[src/rtl/ex_mem_stage_pkg.sv]
// ex_mem_stage_pkg: the shared ALUOP encoding and the EX/MEM entry width helper.
// Latency: n/a (types and constants only).
// Backpressure: n/a.
package ex_mem_stage_pkg;

  // ALUOP encoding used by the decoder, the ALU and this stage
  localparam logic [4:0] ALUOP_ADD = 5'd0;
  localparam logic [4:0] ALUOP_SUB = 5'd1;
  localparam logic [4:0] ALUOP_AND = 5'd2;
  localparam logic [4:0] ALUOP_OR  = 5'd3;
  localparam logic [4:0] ALUOP_XOR = 5'd4;
  localparam logic [4:0] ALUOP_SLT = 5'd5;
  localparam logic [4:0] ALUOP_SLL = 5'd6;
  localparam logic [4:0] ALUOP_SRL = 5'd7;
  localparam logic [4:0] ALUOP_SRA = 5'd8;
  localparam logic [4:0] ALUOP_MUL = 5'd9;
  localparam logic [4:0] ALUOP_DIV = 5'd10;
  localparam logic [4:0] ALUOP_BEQ = 5'd11;
  localparam logic [4:0] ALUOP_BNE = 5'd12;

  // Control fields that travel with every entry: rd, reg_write, mem_read, mem_write
  localparam int EXMEM_CTRL_W = 5 + 3;

  // Packed entry width: result, store data and the control fields
  function automatic int exmem_w(input int n);
    return 2 * n + EXMEM_CTRL_W;
  endfunction

  localparam int EXMEM_W = exmem_w(32);

  // The overflow flag turns into a trap only for these opcodes
  function automatic logic ovf_qualifies(input logic [4:0] op);
    return (op == ALUOP_ADD) || (op == ALUOP_MUL) || (op == ALUOP_DIV);
  endfunction

endpackage

[src/rtl/ex_mem_stage_skid.sv]
// pipe_skid_buf: a generic two-entry valid/ready skid buffer with a synchronous flush.
// Latency: one cycle from in to out when the buffer is not stalled.
// Backpressure: in_ready is registered and drops once the skid entry fills, so there is no combinational path from out_ready.
// Ports: clk, rst (sync, active-high), flush, in_valid/in_ready/in_data (upstream), out_valid/out_ready/out_data (downstream).
module pipe_skid_buf #(
  parameter int W = 8
) (
  input  logic         clk,
  input  logic         rst,
  input  logic         flush,
  input  logic         in_valid,
  output logic         in_ready,
  input  logic [W-1:0] in_data,
  output logic         out_valid,
  input  logic         out_ready,
  output logic [W-1:0] out_data
);

  logic         main_vld, skid_vld, main_vld_n, skid_vld_n;
  logic [W-1:0] main_dat, skid_dat, main_dat_n, skid_dat_n;
  logic         rdy_q;
  logic         accept, drain;

  assign accept    = in_valid && rdy_q;
  assign drain     = main_vld && out_ready;
  assign in_ready  = rdy_q;
  assign out_valid = main_vld;
  assign out_data  = main_dat;

  always_comb begin
    main_vld_n = main_vld;
    skid_vld_n = skid_vld;
    main_dat_n = main_dat;
    skid_dat_n = skid_dat;
    if (flush) begin
      // Flush drops both entries and ignores any same-cycle accept
      main_vld_n = 1'b0;
      skid_vld_n = 1'b0;
    end else if (!main_vld || drain) begin
      // Main is free at this edge: skid has priority so ordering is kept.
      // An accept cannot coincide with a valid skid entry because in_ready is low then.
      if (skid_vld) begin
        main_dat_n = skid_dat;
        main_vld_n = 1'b1;
        skid_vld_n = 1'b0;
      end else if (accept) begin
        main_dat_n = in_data;
        main_vld_n = 1'b1;
      end else begin
        main_vld_n = 1'b0;
      end
    end else if (accept) begin
      skid_dat_n = in_data;
      skid_vld_n = 1'b1;
    end
  end

  always_ff @(posedge clk) begin
    if (rst) begin
      main_vld <= 1'b0;
      skid_vld <= 1'b0;
      main_dat <= '0;
      skid_dat <= '0;
      rdy_q    <= 1'b0;
    end else begin
      main_vld <= main_vld_n;
      skid_vld <= skid_vld_n;
      main_dat <= main_dat_n;
      skid_dat <= skid_dat_n;
      rdy_q    <= !skid_vld_n;
    end
  end

endmodule

[src/rtl/ex_mem_stage.sv]
// ex_mem_stage: EX/MEM pipeline register that resolves branches and turns qualifying ALU overflow into a precise trap.
// Latency: one cycle in to out; br_taken/exc_ovf pulse in the cycle after the accept.
// Backpressure: two-entry skid buffer with a registered in_ready that drops once both entries are occupied.
// Ports: clk, rst (sync, active-high), flush, in_* (EX side, valid/ready), out_* (MEM side, valid/ready),
//        br_taken/br_target (redirect to fetch), exc_ovf/exc_pc (trap to control).
// Optional: define EX_MEM_PERF_EN to add perf_br_cnt/perf_ovf_cnt pulse counters.
module ex_mem_stage
  import ex_mem_stage_pkg::*;
#(
  parameter int N = 32
) (
  input  logic         clk,
  input  logic         rst,
  input  logic         flush,
  input  logic         in_valid,
  output logic         in_ready,
  input  logic [4:0]   in_aluop,
  input  logic [N-1:0] in_alu_out,
  input  logic         in_alu_zero,
  input  logic         in_alu_overflow,
  input  logic [N-1:0] in_pc,
  input  logic [N-1:0] in_br_target,
  input  logic         in_is_branch,
  input  logic [4:0]   in_rd,
  input  logic         in_reg_write,
  input  logic         in_mem_read,
  input  logic         in_mem_write,
  input  logic [N-1:0] in_store_data,
  output logic         out_valid,
  input  logic         out_ready,
  output logic [N-1:0] out_result,
  output logic [4:0]   out_rd,
  output logic         out_reg_write,
  output logic         out_mem_read,
  output logic         out_mem_write,
  output logic [N-1:0] out_store_data,
  output logic         br_taken,
  output logic [N-1:0] br_target,
  output logic         exc_ovf,
  output logic [N-1:0] exc_pc
`ifdef EX_MEM_PERF_EN
  ,
  output logic [31:0]  perf_br_cnt,
  output logic [31:0]  perf_ovf_cnt
`endif
);

  localparam int W = exmem_w(N);

  logic         accept;
  logic         trap, squash;
  logic         fire_br, fire_ovf;
  logic [W-1:0] in_entry, out_entry;

  assign accept = in_valid && in_ready;
  assign trap   = in_alu_overflow && ovf_qualifies(in_aluop);
  // Trapping entries and branches still flow to MEM but must not touch architectural state
  assign squash = trap || in_is_branch;

  assign in_entry = {in_alu_out, in_store_data, in_rd,
                     in_reg_write && !squash,
                     in_mem_read  && !squash,
                     in_mem_write && !squash};

  pipe_skid_buf #(.W(W)) u_skid (
    .clk       (clk),
    .rst       (rst),
    .flush     (flush),
    .in_valid  (in_valid),
    .in_ready  (in_ready),
    .in_data   (in_entry),
    .out_valid (out_valid),
    .out_ready (out_ready),
    .out_data  (out_entry)
  );

  assign {out_result, out_store_data, out_rd,
          out_reg_write, out_mem_read, out_mem_write} = out_entry;

  // Entries accepted in a flush cycle are discarded, so they raise no pulse
  assign fire_br  = accept && !flush && in_is_branch && in_alu_zero;
  assign fire_ovf = accept && !flush && trap;

  always_ff @(posedge clk) begin
    if (rst) begin
      br_taken  <= 1'b0;
      br_target <= '0;
      exc_ovf   <= 1'b0;
      exc_pc    <= '0;
    end else begin
      br_taken <= fire_br;
      exc_ovf  <= fire_ovf;
      if (fire_br)  br_target <= in_br_target;
      if (fire_ovf) exc_pc    <= in_pc;
    end
  end

`ifdef EX_MEM_PERF_EN
  // Count the pulses themselves; flush leaves the counts alone
  always_ff @(posedge clk) begin
    if (rst) begin
      perf_br_cnt  <= '0;
      perf_ovf_cnt <= '0;
    end else begin
      if (br_taken) perf_br_cnt  <= perf_br_cnt + 32'd1;
      if (exc_ovf)  perf_ovf_cnt <= perf_ovf_cnt + 32'd1;
    end
  end
`endif

endmodule

[config.mk]
export PLATFORM = sky130hd
export DESIGN_NAME = ex_mem_stage
export DESIGN_NICKNAME = d
export VERILOG_FILES = /design/src/rtl/ex_mem_stage_pkg.sv /design/src/rtl/ex_mem_stage_skid.sv /design/src/rtl/ex_mem_stage.sv
export SDC_FILE = /design/constraint.sdc
export NUM_CORES = 1
export LEC_CHECK = 0
export ABC_AREA = 1
export CAP_MARGIN = 5
export CORE_AREA = 4 4 129 155
export CTS_CLUSTER_SIZE = 30
export DETAILED_ROUTE_END_ITERATION = 16
export DIE_AREA = 0 0 133 159
export GPL_ROUTABILITY_DRIVEN = 0
export GPL_TIMING_DRIVEN = 1
export PLACE_DENSITY = 0.79
export RECOVER_POWER = 25
export SYNTH_ARGS = -nofsm -noshare
export SYNTH_HDL_FRONTEND = slang
export SYNTH_SLANG_ARGS = --single-unit
export TNS_END_PERCENT = 10
[constraint.sdc]
create_clock -name clk -period 1.8 [get_ports clk]
set_clock_uncertainty 0.15 [all_clocks]
set_input_delay 0.36 -clock clk [delete_from_list [all_inputs] [get_ports clk]]
set_output_delay 0.36 -clock clk [all_outputs]
set_load 0.03 [all_outputs]
==> out/metrics.yaml <==
status: "finished clean"
rows: 54
slowest_stage: "dlygate4sd2_1"
p_per_area_nw_per_um2: 866.1
layoutNonFillerInstCount: 1634
ys_ff_latch: 213
vias: 8301
dieArea_um2: 21150
pwr-share-seq_pct: 46.2
synthTopCellsByArea: "dfxtp_1, nand2_1, a21oi_1"
whs_endpoint: "u_skid.out_data[0]$_SDFFE_PP0P_"
switching_power_uw: 2415
root_buffer: "clkbuf_16"
drive_gt1_share_pct: 6.589
finalSetupTns_ns: 0
remaining_drc_errors: 0
die_h_um: 159
firstDrtPassIters: 7
p_comb_share_pct: 10.3
clkLatencyLatePin_ns: 0.49
crit_buf_inv: 1
period_needed_ns: 1.773
ios: 289
synth_top_area_share_pct: 52.05
grt_pass1_wl_um: 40610
cts.sinks: 213
track_usage_pct: 22.79
synth_top_flop_cell: "dfxtp_1"
viasPerCell: 5.080
reg2reg_to: "br_target[12]$_SDFFE_PP0P_"
path_class: "flop to output pin"
synthToLayoutAreaGrowth_pct: 47.57
syn_nets: 1246
yosysMostFrequentCell: "nand2_1"
ant_nets: 0
fin_util_pct: 66.03
synthesis.instances: 1097
grt_max_degree: 107
fin_nets: 1514
start_util_pct: 44.75
port_buffers: 288
path_depth: 1
numCtsBuffers: 22
post_drt_wl_per_cell_um: 15.45
synthTopCellsByCount: "nand2_1, dfxtp_1, a21oi_1"
antenna_found_initial: 1
finalHoldViolCount: 0
required_ns: 1.29
drt_iter0_markers: 472
arrival_ns: 1.26
ys_warn_count: 0
synthesis.area_um2: 8193
synth_seq_area_share_pct: 52.05
period_share_pct: 98.52
p_leak_uw: 0.005112
peakVddDrop_v: 0.0006564
synth_top_area_cell: "dfxtp_1"
cts_tree: "built"
grt_pass1_vias: 8108
numPlacedInstances: 1593
coreArea_um2: 18310
max_slew_margin_pct: 66.16
cp_max_fo: 2
clk_pin_slew_worst_paths_ns: 0.06
hp-class: "primary input to flop"
place_hpwl_um: 17050
r2r_slack_ns: 0.10
cts_buffer_depth: 3
worst_slew_pin_slew_ns: 0.5076
cts_hold_repair.buffers: 0
grt_setup_unrepaired: "no"
crit_path_cell_trace: "dlygate4sd2_1"
fmax_mhz: 563.9
drt_wl_total_um: 25250
clock_power_share_pct: 43.5
syn_area_per_cell_um2: 7.468
intPower_uw: 8056
drv_cap: 0
end_kind: "output pin"
reg2reg_depth: 7
cp_top_family: "buffers and inverters"
async_flop_share_pct: 0
die_w_um: 133
swShare_pct: 23.06
hold_start: "rst"
power_uw: 10470
drv_slew: 0
synth_cell_types: 20
grt-ovfl-total: 0
htree_num_levels: 1
synth_edf_count: 0
setup_viol: 0
post_cts_buffers: 0
cp-start-kind: "flop"
holdPathStages: 4
crit-reg2reg-launch: "u_skid.in_ready$_SDFF_PP0_"
crit_path_max_incr_delay_ns: 0.41
[worst register-to-register path, cell delays in order, from the launching register on]
cell	delay (ns)
dfxtp_1	0.35
nand2_1	0.15
nor2_1	0.17
nand3_1	0.09
buf_4	0.19
o21ai_0	0.28
buf_4	0.18
nor2_1	0.03
[layout by cell type, fill, tap and decap left out, types with 2 or more instances in the layout]
cell type / count
clkdlybuf4s15_1: 25
dlygate4sd2_1: 107
nand3_1: 5
clkbuf_16: 23
dfxtp_1: 212
a21oi_1: 180
buf_4: 26
nor2_2: 2
clkdlybuf4s15_2: 2
clkbuf_8: 6
clkbuf_2: 7
inv_1: 76
clkdlybuf4s50_1: 147
nand2_1: 248
inv_2: 2
buf_12: 14
nor2_1: 69
o21ai_0: 176
clkbuf_1: 7
clkinv_2: 3
nand4_1: 35
[flip-flops by register name (all words and copies together) (netlist names)]
signal            count
br_taken              1
br_target            32
exc_ovf               1
exc_pc               32
u_skid.in_ready       1
u_skid.out_data      72
u_skid.out_valid      1
u_skid.skid_dat      72
u_skid.skid_vld       1
[cells by family after synthesis]
family | share of synthesized area [%]
compound gates | 21.88
buf+inv | 8.063
flops | 52.05
simple gates | 18.01
[power by group through the flow]
stage,registers [uW],clock network (uW),logic (uW)
6_report,4840,4550,1080
5_1_grt,4850,4850,1170
4_1_cts,4840,4640,1090
3_5_place_dp,4950,0,1130
3_3_place_gp,4940,0,1120
2_1_floorplan,5090,0,330
[layout make-up]
type                    count  area [um^2]
diodes                      1        2.502
repair buffers            329         3203
clock buffers              36        684.4
inverters                  79        297.8
flip-flops and latches    213         4268
multi-input cells         720         3273
well taps                 252        315.3
clock inverters             4        46.29
fillers                  1579         6220
[per-stage QoR]
stage / cell area (um^2) / worst slack [ns] / hold WS [ns]
after floorplan: 8193 / 0.08087 / 0.3521
after global placement: 11530 / -0.2867 / 0.2983
after detailed placement: 11530 / -0.3238 / 0.3040
after CTS: 12100 / 0.001587 / 0.1471
after global routing: 12090 / 0.0003195 / 0.1898
final: 12090 / 0.02667 / 0.1540
[routing by layer]
layer | share of wire [%] | track usage, %
met2 | 49 | 40.37
met1 | 41 | 27.22
met4 | 3.3 | 8.176
met5 | 0 | 0
met3 | 6.9 | 4.614
[worst max-delay path by stage]
| stage | from | end | slack (ns) |
|---|---|---|---|
| global placement | in_valid | br_target[12]$_SDFFE_PP0P_ | -0.29 |
| floorplan | u_skid.in_ready$_SDFF_PP0_ | br_target[10]$_SDFFE_PP0P_ | 0.08 |
| global route | exc_pc[2]$_SDFFE_PP0P_ | exc_pc[2] | 0.0003 |
| detailed placement | in_valid | br_target[12]$_SDFFE_PP0P_ | -0.32 |
| finish | u_skid.out_data[23]$_SDFFE_PP0P_ | out_store_data[15] | 0.03 |
| CTS | u_skid.out_data[13]$_SDFFE_PP0P_ | out_store_data[5] | 0.002 |
[what timing repair did]
| item | 4_1_cts | 5_1_grt |
|---|---|---|
| gates cloned | 0 | 0 |
| resized for setup | 152 | 27 |
| endpoints found under the setup margin | 139 | 39 |
(Power assumes the default switching activity.)
